===== config.mk =====
export PLATFORM = sky130hd
export DESIGN_NAME = jtsdram_check
export DESIGN_NICKNAME = d
export VERILOG_FILES = /design/src/rtl/jtsdram_check.sv
export SDC_FILE = /design/constraint.sdc
export NUM_CORES = 1
export LEC_CHECK = 0
export BUFFER_PORTS_ARGS = -buffer_cell sky130_fd_sc_hd__buf_2
export CAP_MARGIN = 20
export CORE_MARGIN = 5
export CORE_UTILIZATION = 58
export CTS_BUF_LIST = sky130_fd_sc_hd__clkbuf_8
export DETAILED_ROUTE_END_ITERATION = 8
export PLACE_DENSITY_LB_ADDON = 0.3
export SYNTH_ARGS = -nofsm -noshare
export SYNTH_HDL_FRONTEND = slang
export SYNTH_SLANG_ARGS = --single-unit

===== constraint.sdc =====
create_clock -name clk -period 7.55 [get_ports clk]
set_input_delay 1.51 -clock clk [delete_from_list [all_inputs] [get_ports clk]]
set_output_delay 1.51 -clock clk [all_outputs]
set_load 0.01 [all_outputs]

===== src/rtl/jtsdram_check.sv =====
// Read-back checker: sweeps all four SDRAM banks through the prog read port and
// compares each word with the bank data generators. Optional macro JTSDRAM_CHECK_STOP_EN stops at first error.
module jtsdram_check #(
  parameter int unsigned AW   = 22,
  parameter int unsigned TOUT = 255
) (
  input  logic          clk,
  input  logic          rst,
  input  logic          start,
  output logic          done,
  output logic          busy,
  output logic          bad,
  output logic          tout,
  output logic [15:0]   err_cnt,
  output logic [AW+1:0] err_addr,
  input  logic [15:0]   ba0_data,
  input  logic [15:0]   ba1_data,
  input  logic [15:0]   ba2_data,
  input  logic [15:0]   ba3_data,
  output logic [AW-1:0] prog_addr,
  output logic [1:0]    prog_ba,
  output logic          prog_rd,
  input  logic [15:0]   prog_dout,
  input  logic          prog_rdy
);

  localparam int unsigned TW = 8;
`ifdef JTSDRAM_CHECK_STOP_EN
  localparam bit STOP_EN = 1'b1;
`else
  localparam bit STOP_EN = 1'b0;
`endif

  typedef enum logic [1:0] {IDLE, REQ, WAIT, NEXT} state_t;

  state_t          r_state;
  logic [TW-1:0]   r_timer;
  logic [15:0]     r_exp;
  logic [15:0]     w_exp_sel;
  logic [AW+1:0]   w_addr;
  logic            w_last;
  logic            w_mis;
  logic            w_tmo;

  assign w_addr = {prog_ba, prog_addr};
  assign w_last = &w_addr;
  assign w_mis  = prog_dout != r_exp;
  assign w_tmo  = TW'(r_timer + TW'(1)) == TW'(TOUT);

  // Expected word for the bank currently addressed
  always_comb begin
    w_exp_sel = ba0_data;
    case (prog_ba)
      2'd0:    w_exp_sel = ba0_data;
      2'd1:    w_exp_sel = ba1_data;
      2'd2:    w_exp_sel = ba2_data;
      default: w_exp_sel = ba3_data;
    endcase
  end

  always_ff @(posedge clk or posedge rst) begin
    if (rst) begin
      r_state   <= IDLE;
      r_timer   <= '0;
      r_exp     <= '0;
      done      <= 1'b0;
      busy      <= 1'b0;
      bad       <= 1'b0;
      tout      <= 1'b0;
      err_cnt   <= '0;
      err_addr  <= '0;
      prog_addr <= '0;
      prog_ba   <= '0;
      prog_rd   <= 1'b0;
    end else if (start) begin
      // Restart wins over any in-flight acknowledge
      r_state   <= REQ;
      done      <= 1'b0;
      busy      <= 1'b1;
      bad       <= 1'b0;
      tout      <= 1'b0;
      err_cnt   <= '0;
      err_addr  <= '0;
      prog_addr <= '0;
      prog_ba   <= '0;
      prog_rd   <= 1'b0;
    end else begin
      case (r_state)
        REQ: begin
          r_exp   <= w_exp_sel;
          prog_rd <= 1'b1;
          r_timer <= '0;
          r_state <= WAIT;
        end
        WAIT: begin
          if (prog_rdy) begin
            prog_rd <= 1'b0;
            r_state <= NEXT;
            if (w_mis) begin
              bad <= 1'b1;
              if (err_cnt != 16'hFFFF) err_cnt <= 16'(err_cnt + 16'd1);
              if (!bad) err_addr <= w_addr;
              if (STOP_EN) begin
                done    <= 1'b1;
                busy    <= 1'b0;
                r_state <= IDLE;
              end
            end
          end else if (w_tmo) begin
            prog_rd <= 1'b0;
            tout    <= 1'b1;
            bad     <= 1'b1;
            r_state <= NEXT;
            if (!bad) err_addr <= w_addr;
            if (STOP_EN) begin
              done    <= 1'b1;
              busy    <= 1'b0;
              r_state <= IDLE;
            end
          end else begin
            r_timer <= TW'(r_timer + TW'(1));
          end
        end
        NEXT: begin
          if (w_last) begin
            done    <= 1'b1;
            busy    <= 1'b0;
            r_state <= IDLE;
          end else begin
            {prog_ba, prog_addr} <= (AW+2)'(w_addr + (AW+2)'(1));
            r_state <= REQ;
          end
        end
        default: r_state <= IDLE;
      endcase
    end
  end

endmodule


==> flow_metrics.tcl, run 1 <==
set metrics [dict create \
    cts_tree "built" \
    syn_to_final_growth_pct 21.4 \
    htree_levels 3 \
    min_period_ns 3.24 \
    slowest_delay_ns 0.50 \
    post-dp-hpwl_microns 9350 \
    die-height_microns 103 \
    netlist_area_sq_mm 0.00499 \
    stdcell_area_sq_mm 0.00606 \
    grtUsageMet2_pct 39.0 \
    path_clk_slew_ns 0.08 \
    place_area_sq_mm 0.00581 \
    leakage_nw 2.85 \
    hold_buffers 0 \
    multiInputGateArea_sq_mm 0.00247 \
    synth_cells 453 \
    p_sw_mw 0.327 \
    ir_worst_vdd_uv 152 \
    synth_ff_type "dfrtp_1" \
    timing.hold.ws_ns 0.506 \
    cp-end-kind "flip-flop" \
    fin_crit_sh_pct 43.0 \
    clockPowerShare_pct 28.9 \
    setup_viol 0 \
    final_antenna_net_count 0 \
    p_comb_share_pct 19.8 \
    cts_made_buffers 9 \
    drc_errors 0 \
    diodes 0 \
    drtPass1Iterations 5 \
    place_congestion 0.821 \
    fin_util_pct 73.0 \
    die_x_microns 103 \
    viasPerCell 5.81 \
    startpoint_type "primary input" \
    internal_power_mw 0.865 \
    crit_required_ns 7.79 \
    clock_latency_ns 0.36 \
    rsz0062_at_grt "no" \
    seq_power_share_pct 51.3 \
    yosys_warnings 0 \
    sw_frac_of_total_pct 27.4 \
    mostFrequentLayoutCells "152 x buf_2, 95 x dfrtp_1, 48 x nor2_1, 34 x xnor2_1, 28 x nand2_1" \
    final_nets 692 \
    fmax_mhz 308 \
    cts_root_buffer "clkbuf_8" \
    start_util_pct 60.2 \
    final_common_cell "buf_2" \
    hold_viol_final 0 \
    post_cts_resized 0 \
    antenna_found_initial 0 \
    critPathArrivalTime_ns 3.49 \
    critPathSlowestCell "and4b_1" \
    ys_seq_area_share_pct 47.6 \
    met1_usage_pct 34.2 \
    post-cts-setup-buffers 0 \
    routed_wl_microns 12600 \
    relSlewSlack_pct 34.9 \
    grt_use_total_pct 24.3 \
    ys_async_sr_fraction_pct 100 \
    clock_sink_count 95 \
    avgSynthCellArea_sq_um 11.0 \
    grt_max_degree 56 \
    grt_pass1_vias 4101 \
    crit_type "in -> reg" \
    cap_violations 0 \
    synth_seq_cells 95 \
    finClkSkew_ns 0.00572 \
    reg2reg_depth 6 \
    num-fill-cells 600 \
    path_cells "buf_2 -> xnor2_1 -> nand4_1 -> nor4_2 -> buf_4 -> nand2_1 -> and4b_1 -> a22o_1" \
    design.die.area_sq_mm 0.0106 \
    io_buffers 152 \
    grt-ovfl-total 0 \
    synth_edf_count 0 \
    core_sq_mm 0.00830 \
    grt_busiest_layer "met2" \
    hold_path_class "reg -> reg" \
    seqCellArea_sq_mm 0.00238 \
    grt_pass1_wl_microns 20100 \
    drive_above_1_share_pct 35.7 \
    wl_per_cell_microns 17.8 \
    grtUsageMet3_pct 3.92 \
    drt-initial-drc-count 243 \
    ys_types 58 \
    clockBufferDepth 2 \
    rows 33 \
    crit_fanout 23 \
    vias 4127 \
    syn_nets 544 \
    hold_depth 1 \
    power_density_mw_per_mm2 197 \
    ios 153 \
    tightestPinTransition_ns 0.976 \
    status "completed" \
    finalSetupTns_ns 0 \
    final_max_slew_viol_count 0 \
]
power by group through the flow:
stage	Clock [mW]	Combinational (mW)	Sequential, mW
2_1_floorplan	0	0.169	0.611
3_3_place_gp	0	0.224	0.618
3_5_place_dp	0	0.233	0.621
4_1_cts	0.350	0.235	0.611
5_1_grt	0.373	0.260	0.618
6_report	0.344	0.236	0.612
stage by stage:
stage | worst slack, ns | instances | power, mW
floorplan | 3.56 | 453 | 0.780
global placement | 3.05 | 692 | 0.841
detailed placement | 2.91 | 692 | 0.854
CTS | 3.30 | 707 | 1.20
global route | 4.24 | 710 | 1.25
finish | 4.31 | 710 | 1.19
registers in the layout, indices dropped and copies added, names as in the netlist:
register   count
done           1
err_addr      24
r_exp         16
tout           1
prog_addr     22
err_cnt       16
prog_ba        2
prog_rd        1
busy           1
bad            1
r_state        2
r_timer        8
cell families after synthesis:
group / count (synthesis) / synth area share, %
XOR/XNOR: 51 / 8.95
AO/OA/AOI/OAI: 64 / 9.98
flip-flops: 95 / 47.6
buffers and inverters: 33 / 2.96
adder cells (fa/ha/maj): 7 / 1.75
AND/OR/NAND/NOR: 167 / 17.1
multiplexers: 36 / 11.7
Yosys cell counts, types with 3 or more instances:
cell type,number,area share [%]
xor2_1,17,3.0
clkbuf_1,11,0.83
nor3_1,13,1.3
nand3b_1,3,0.45
and3_1,7,0.88
nand3_1,15,1.5
nor2b_1,6,0.75
inv_1,13,0.98
dfrtp_1,95,48
o21ai_0,7,0.70
mux2_2,17,3.8
mux2i_1,3,0.60
or3_1,3,0.38
nand2_1,28,2.1
nor2_1,48,3.6
xnor2_1,34,6.0
nand4_1,18,2.3
mux4_2,16,7.2
buf_2,4,0.40
a22o_1,24,4.2
or2_2,4,0.50
nand2b_1,7,0.88
ha_1,7,1.8
a21oi_1,9,0.90
routing by layer:
layer  up-vias  routed length [microns]  share of wire [%]
li1       1919                        -                  -
met5         -                        0                  0
met2       117                     6540                 52
met3        19                      546                4.3
met4         0                      210                1.7
met1      2072                     5330                 42
final cells by class:
type | instances | share of cell area [%]
Clock buffer | 12 | 2.72
Clock inverter | 3 | 0.702
Inverter | 13 | 0.826
Multi-Input combinational cell | 325 | 40.8
Sequential cell | 95 | 39.2
Tap cell | 105 | 2.17
Timing Repair Buffer | 157 | 13.6
final timing paths:
path / start / endpoint / slack [ns]
setup / recovery: prog_dout[10] / err_addr[14] / 4.31
hold / removal: err_addr[2] / err_addr[2] / 0.51
setup reg to reg: r_timer[3] / err_addr[14] / 4.78
hold reg to reg: err_addr[2] / err_addr[2] / 0.51
max in group asynchronous: rst / r_exp[7] / 5.20
min in group asynchronous: rst / err_addr[9] / 1.24
worst max-delay path, delay by kind of cell:
kind | cells | cell delay, ns
AO/OA/AOI/OAI | 1 | 0.31
XOR/XNOR | 1 | 0.19
buffers and inverters | 2 | 0.36
AND/OR/NAND/NOR | 4 | 1.09
Power figures use the tool's default switching activity.
==> inputs of run 2 (changes only) <==
--- a/config.mk
+++ b/config.mk
@@ -5,10 +5,11 @@
 export SDC_FILE = /design/constraint.sdc
 export NUM_CORES = 1
 export LEC_CHECK = 0
+export ABC_AREA = 1
 export BUFFER_PORTS_ARGS = -buffer_cell sky130_fd_sc_hd__buf_2
 export CAP_MARGIN = 20
 export CORE_MARGIN = 5
-export CORE_UTILIZATION = 58
+export CORE_UTILIZATION = 55
 export CTS_BUF_LIST = sky130_fd_sc_hd__clkbuf_8
 export DETAILED_ROUTE_END_ITERATION = 8
 export PLACE_DENSITY_LB_ADDON = 0.3
==> constraint.sdc (replaced) <==
create_clock -name clk -period 3.3 [get_ports clk]
set_input_delay 0.66 -clock clk [delete_from_list [all_inputs] [get_ports clk]]
set_output_delay 0.66 -clock clk [all_outputs]
set_load 0.01 [all_outputs]
==> flow_metrics.tcl, run 2 <==
set metrics [dict create \
    ios 153 \
    cap_violations 0 \
    seqCellArea_sq_mm 0.00238 \
    grt-ovfl-total 0 \
    critPathArrivalTime_ns 2.67 \
    yosysMostFrequentCell "nand2_1" \
    syn_to_final_growth_pct 17.6 \
    viasPerCell 5.30 \
    status "completed" \
    final_nets 1097 \
    synth_top_area_share_pct 39.8 \
    core_sq_mm 0.0107 \
    avgSynthCellArea_sq_um 6.87 \
    num-fill-cells 1018 \
    synth_edf_count 0 \
    syn_nets 960 \
    design.die.area_sq_mm 0.0130 \
    post_cts_resized 0 \
    cts_root_buffer "clkbuf_8" \
    path_delay_family "simple AND/OR/NAND/NOR gates" \
    htree_levels 3 \
    ys_types 36 \
    setup_viol 0 \
    routed_wl_microns 16200 \
    place_congestion 0.889 \
    drive_above_1_share_pct 19.6 \
    synth_cells 869 \
    netlist_area_sq_mm 0.00597 \
    tightestPinTransition_ns 0.648 \
    synth_commonest_cells "275 x nand2_1, 116 x nor2_1, 95 x dfrtp_1" \
    power_density_mw_per_mm2 403 \
    cp-end-kind "flip-flop" \
    post-cts-setup-buffers 0 \
    fin_util_pct 65.3 \
    multiInputGateArea_sq_mm 0.00310 \
    crit_fanout 25 \
    power_mw 2.83 \
    grt_max_degree 56 \
    rows 38 \
    hold_path_class "in -> async" \
    crit_type "reg -> reg" \
    io_buffers 152 \
    yosys_warnings 0 \
    grt_pass1_vias 5739 \
    largest-register "err_addr" \
    post-dp-hpwl_microns 12000 \
    path_cells "ha_1 -> inv_2 -> nor3_4 -> nand2_2 -> nor2_4 -> nand2_4 -> a21oi_4 -> inv_2 -> nand2_1 -> o21ai_1" \
    antenna_found_initial 0 \
    finalSetupTns_ns 0 \
    vias 6097 \
    mostFrequentLayoutCells "275 x nand2_1, 152 x buf_2, 116 x nor2_1, 95 x dfrtp_1, 87 x nand3_1" \
    path_clk_slew_ns 0.10 \
    die_x_microns 114 \
    clockBufferDepth 2 \
    synth_seq_cells 95 \
    cts_tree "built" \
    drt-initial-drc-count 583 \
    wl_per_cell_microns 14.1 \
    min_period_ns 2.42 \
    startpoint_type "flip-flop" \
    critPathSlowestCell "a21oi_4" \
    ir_worst_vdd_uv 240 \
    ys_async_sr_fraction_pct 100 \
    synth.largest_area_cell "dfrtp_1" \
    synth_ff_type "dfrtp_1" \
    slowest_delay_ns 0.54 \
    path_common_cell "inv_2" \
    fin_crit_sh_pct 73.4 \
    cts_made_buffers 9 \
    synth_area_leaders "dfrtp_1 40%, nand2_1 17%, nand3_1 7.3%" \
    finClkSkew_ns 0.0125 \
    grt_pass1_wl_microns 27400 \
    hold_buffers 0 \
    stdcell_area_sq_mm 0.00702 \
    place_area_sq_mm 0.00681 \
    crit_required_ns 3.55 \
    rsz0062_at_grt "no" \
    timing.hold.ws_ns 0.349 \
    clock_sink_count 95 \
    start_util_pct 55.5 \
    final_antenna_net_count 0 \
    relSlewSlack_pct 56.7 \
    leakage_nw 3.80 \
    final_common_cell "nand2_1" \
    hold_viol_final 0 \
    cp_num_buf_inv 2 \
    die-height_microns 114 \
    drtPass1Iterations 5 \
    grt_use_total_pct 25.5 \
    ys_seq_area_share_pct 39.8 \
    reg_top3 "err_addr x24, prog_addr x22" \
    largest_reg_flops 24 \
    clock_latency_ns 0.36 \
    diodes 0 \
    final_max_slew_viol_count 0 \
    fmax_mhz 413 \
    drc_errors 0 \
]
[run 2: path summary, 6_finish.rpt]
path / startpoint / end / slack [ns] / cells past startpoint
worst max register to register: prog_addr[0] / prog_addr[4] / 0.88 / 10
worst max-delay path: prog_addr[0] / prog_addr[4] / 0.88 / 10
worst min register to register: err_addr[9] / err_addr[9] / 0.47 / 2
worst min-delay path: rst / r_exp[7] / 0.35 / 2
min in group clk: err_addr[9] / err_addr[9] / 0.47 / 2
max in group asynchronous: rst / prog_addr[10] / 2.27 / 3
[run 2: through the flow]
| step | setup WS, ns | instances |
|---|---|---|
| after floorplan | 0.163 | 869 |
| after global routing | 0.636 | 1151 |
| final | 0.878 | 1151 |
| after detailed placement | 0.815 | 1135 |
| after CTS | 0.901 | 1151 |
| after global placement | 0.877 | 1135 |
[run 2: per-layer routing]
| layer | part of all wire (%) | up-vias | track usage (%) |
|---|---|---|---|
| met4 | 1.7 | 0 | 6.73 |
| met2 | 47 | 195 | 40.6 |
| met3 | 6.2 | 23 | 3.59 |
| met1 | 45 | 2794 | 36.8 |
| li1 | - | 3085 | - |
| met5 | 0 | - | 0 |
[run 2: area by class of cell]
type,instances,share of cell area (%)
tap,140,2.50
timing repair buffer,162,12.1
inverter,84,4.53
sequential,95,33.9
clock buffer,9,1.77
multi-input combinational,654,44.1
clock inverter,7,1.11
[run 2: cell families after synthesis]
| logic type | synth area share [%] |
|---|---|
| AOI/OAI and AO/OA | 6.40 |
| xor gates and xnor gates | 3.52 |
| adders and majority gates | 1.47 |
| buffers and inverters | 8.33 |
| DFF | 39.8 |
| and+or+nand+nor | 40.4 |
[run 2: worst reg2reg max path: cells and delay by family (launching register included)]
kind / cells / cell delay, ns
buffers and inverters: 2 / 0.26
AND/OR/NAND/NOR: 5 / 0.61
adder cells (fa/ha/maj): 1 / 0.32
AO/OA/AOI/OAI: 2 / 0.60
flip-flops: 1 / 0.52
[run 2: power breakdown]
group | switching (mW) | total, mW | internal, mW
Combinational | 0.418 | 0.642 | 0.225
Sequential | 0.102 | 1.39 | 1.29
Clock | 0.432 | 0.791 | 0.359
Total | 0.952 | 2.83 | 1.87
==> inputs of run 3 (changes only) <==
--- a/config.mk
+++ b/config.mk
@@ -5,11 +5,11 @@
 export SDC_FILE = /design/constraint.sdc
 export NUM_CORES = 1
 export LEC_CHECK = 0
-export ABC_AREA = 1
+export ABC_AREA = 0
 export BUFFER_PORTS_ARGS = -buffer_cell sky130_fd_sc_hd__buf_2
 export CAP_MARGIN = 20
 export CORE_MARGIN = 5
-export CORE_UTILIZATION = 55
+export CORE_UTILIZATION = 48
 export CTS_BUF_LIST = sky130_fd_sc_hd__clkbuf_8
 export DETAILED_ROUTE_END_ITERATION = 8
 export PLACE_DENSITY_LB_ADDON = 0.3
==> constraint.sdc (replaced) <==
create_clock -name clk -period 2.2 [get_ports clk]
set_input_delay 0.44 -clock clk [delete_from_list [all_inputs] [get_ports clk]]
set_output_delay 0.44 -clock clk [all_outputs]
set_load 0.01 [all_outputs]
==> flow_metrics.tcl, run 3 (synthesis results as in run 1) <==
set metrics [dict create \
    status "completed" \
    die_x_microns 112 \
    cap_violations 0 \
    antenna_found_initial 0 \
    final_nets 725 \
    slowest_delay_ns 0.55 \
    largest-register "err_addr" \
    reg_top3 "err_addr x24, prog_addr x22" \
    rsz0062_at_grt "yes" \
    hold_viol_final 0 \
    grt_max_degree 68 \
    fmax_mhz 468 \
    min_period_ns 2.14 \
    setup_ws_ns 0.0615 \
    wl_per_cell_microns 16.9 \
    final_common_cell "buf_2" \
    mostFrequentLayoutCells "152 x buf_2, 93 x dfrtp_1, 48 x nor2_1, 34 x xnor2_1, 34 x buf_4" \
    tightestPinTransition_ns 0.557 \
    cts_tree "built" \
    grt-ovfl-total 0 \
    timing.hold.ws_ns 0.459 \
    viasPerCell 5.47 \
    vias 4241 \
    stdcell_count 775 \
    drc_errors 0 \
    cp-end-kind "flip-flop" \
    post-dp-hpwl_microns 9510 \
    grt_pass1_vias 4324 \
    setup_viol 0 \
    dp_slack_ns -0.0213 \
    relSlewSlack_pct 62.5 \
    diodes 0 \
    ios 153 \
    critPathSlowestCell "or4b_4" \
    path_clk_slew_ns 0.09 \
    clock_sink_count 95 \
    syn_to_final_growth_pct 28.6 \
    fin_crit_sh_pct 97.2 \
    finClkSkew_ns 0.0119 \
    finalSetupTns_ns 0 \
    final_max_slew_viol_count 0 \
    power_density_mw_per_mm2 659 \
    rows 37 \
    ir_worst_vdd_uv 334 \
    htree_levels 3 \
    cts_root_buffer "clkbuf_8" \
    final_antenna_net_count 0 \
    cts_made_buffers 9 \
    dp_cells 752 \
    drtPass1Iterations 4 \
    design.die.area_sq_mm 0.0125 \
    core_sq_mm 0.0102 \
    die-height_microns 112 \
    largest_reg_flops 24 \
    crit_fanout 23 \
    startpoint_type "flip-flop" \
    leakage_nw 3.02 \
    crit_required_ns 2.46 \
    path_cells "nand4_1 -> or4b_4 -> o211a_4 -> o21bai_4 -> a31oi_2 -> buf_12 -> a22o_1" \
    place_congestion 0.886 \
    drive_above_1_share_pct 40.4 \
    critPathArrivalTime_ns 2.40 \
    routed_wl_microns 13100 \
    io_buffers 152 \
    start_util_pct 48.8 \
    crit_type "reg -> reg" \
    drt-initial-drc-count 250 \
    grt_pass1_wl_microns 21400 \
    hold_path_class "in -> reg" \
    clockBufferDepth 2 \
    grt_use_total_pct 21.0 \
    clock_latency_ns 0.38 \
]
## run 3: critical path: cells and delay by family, from the launching register on
kind            cells  cell delay (ns)
compound gates      4             0.78
simple gates        2             0.66
flops               1             0.38
buf+inv             1             0.18
## run 3: final cells by class
| cell class | count | area [sq um] |
|---|---|---|
| tap | 136 | 170 |
| clock buffer | 10 | 138 |
| sequential | 95 | 2380 |
| fill | 855 | 3810 |
| timing repair buffer | 190 | 1090 |
| inverter | 13 | 52.6 |
| multi-input combinational | 325 | 2510 |
| clock inverter | 6 | 83.8 |
## run 3: repair_timing
action / 4_1_cts / 5_1_grt
gates cloned: 0 / 0
pin swaps: 0 / 2
hold buffers: 1 / 0
gates resized for setup: 4 / 5
buffers inserted: 0 / 6
endpoints found under the setup margin: 25 / 35
hold endpoints to repair: 1 / 0
## run 3: metrics by stage
step                cell area [sq um]  util (%)  power (mW)
floorplan                        5000         -        2.68
global placement                 6100      59.7        2.94
detailed placement               6100      59.7        2.98
CTS                              6350      62.1        4.25
global route                     6420      62.7        4.44
finish                           6420      62.7        4.23
## run 3: final timing paths
kind | cells after the start | end | startpoint | slack, ns
worst max-delay path | 7 | err_addr[1] | r_timer[4] | 0.06
worst min-delay path | 3 | prog_rd | prog_rdy | 0.46
worst max register to register | 7 | err_addr[1] | r_timer[4] | 0.06
worst min register to register | 1 | busy | busy | 0.50
max in group asynchronous | 4 | prog_addr[6] | rst | 1.16
min in group asynchronous | 3 | r_timer[1] | rst | 0.48
## run 3: power by group
group / switching, mW / internal [mW]
sequential: 0.143 / 1.93
clock: 0.600 / 0.667
combinational: 0.407 / 0.480
## run 3: per-layer routing
metal / up-vias / part of all wire [%] / GRT usage, %
li1: 1991 / - / -
met1: 2087 / 42 / 26.4
met2: 131 / 50 / 35.4
met3: 32 / 5.2 / 4.67
met4: 0 / 3.0 / 8.33
met5: - / 0 / 0
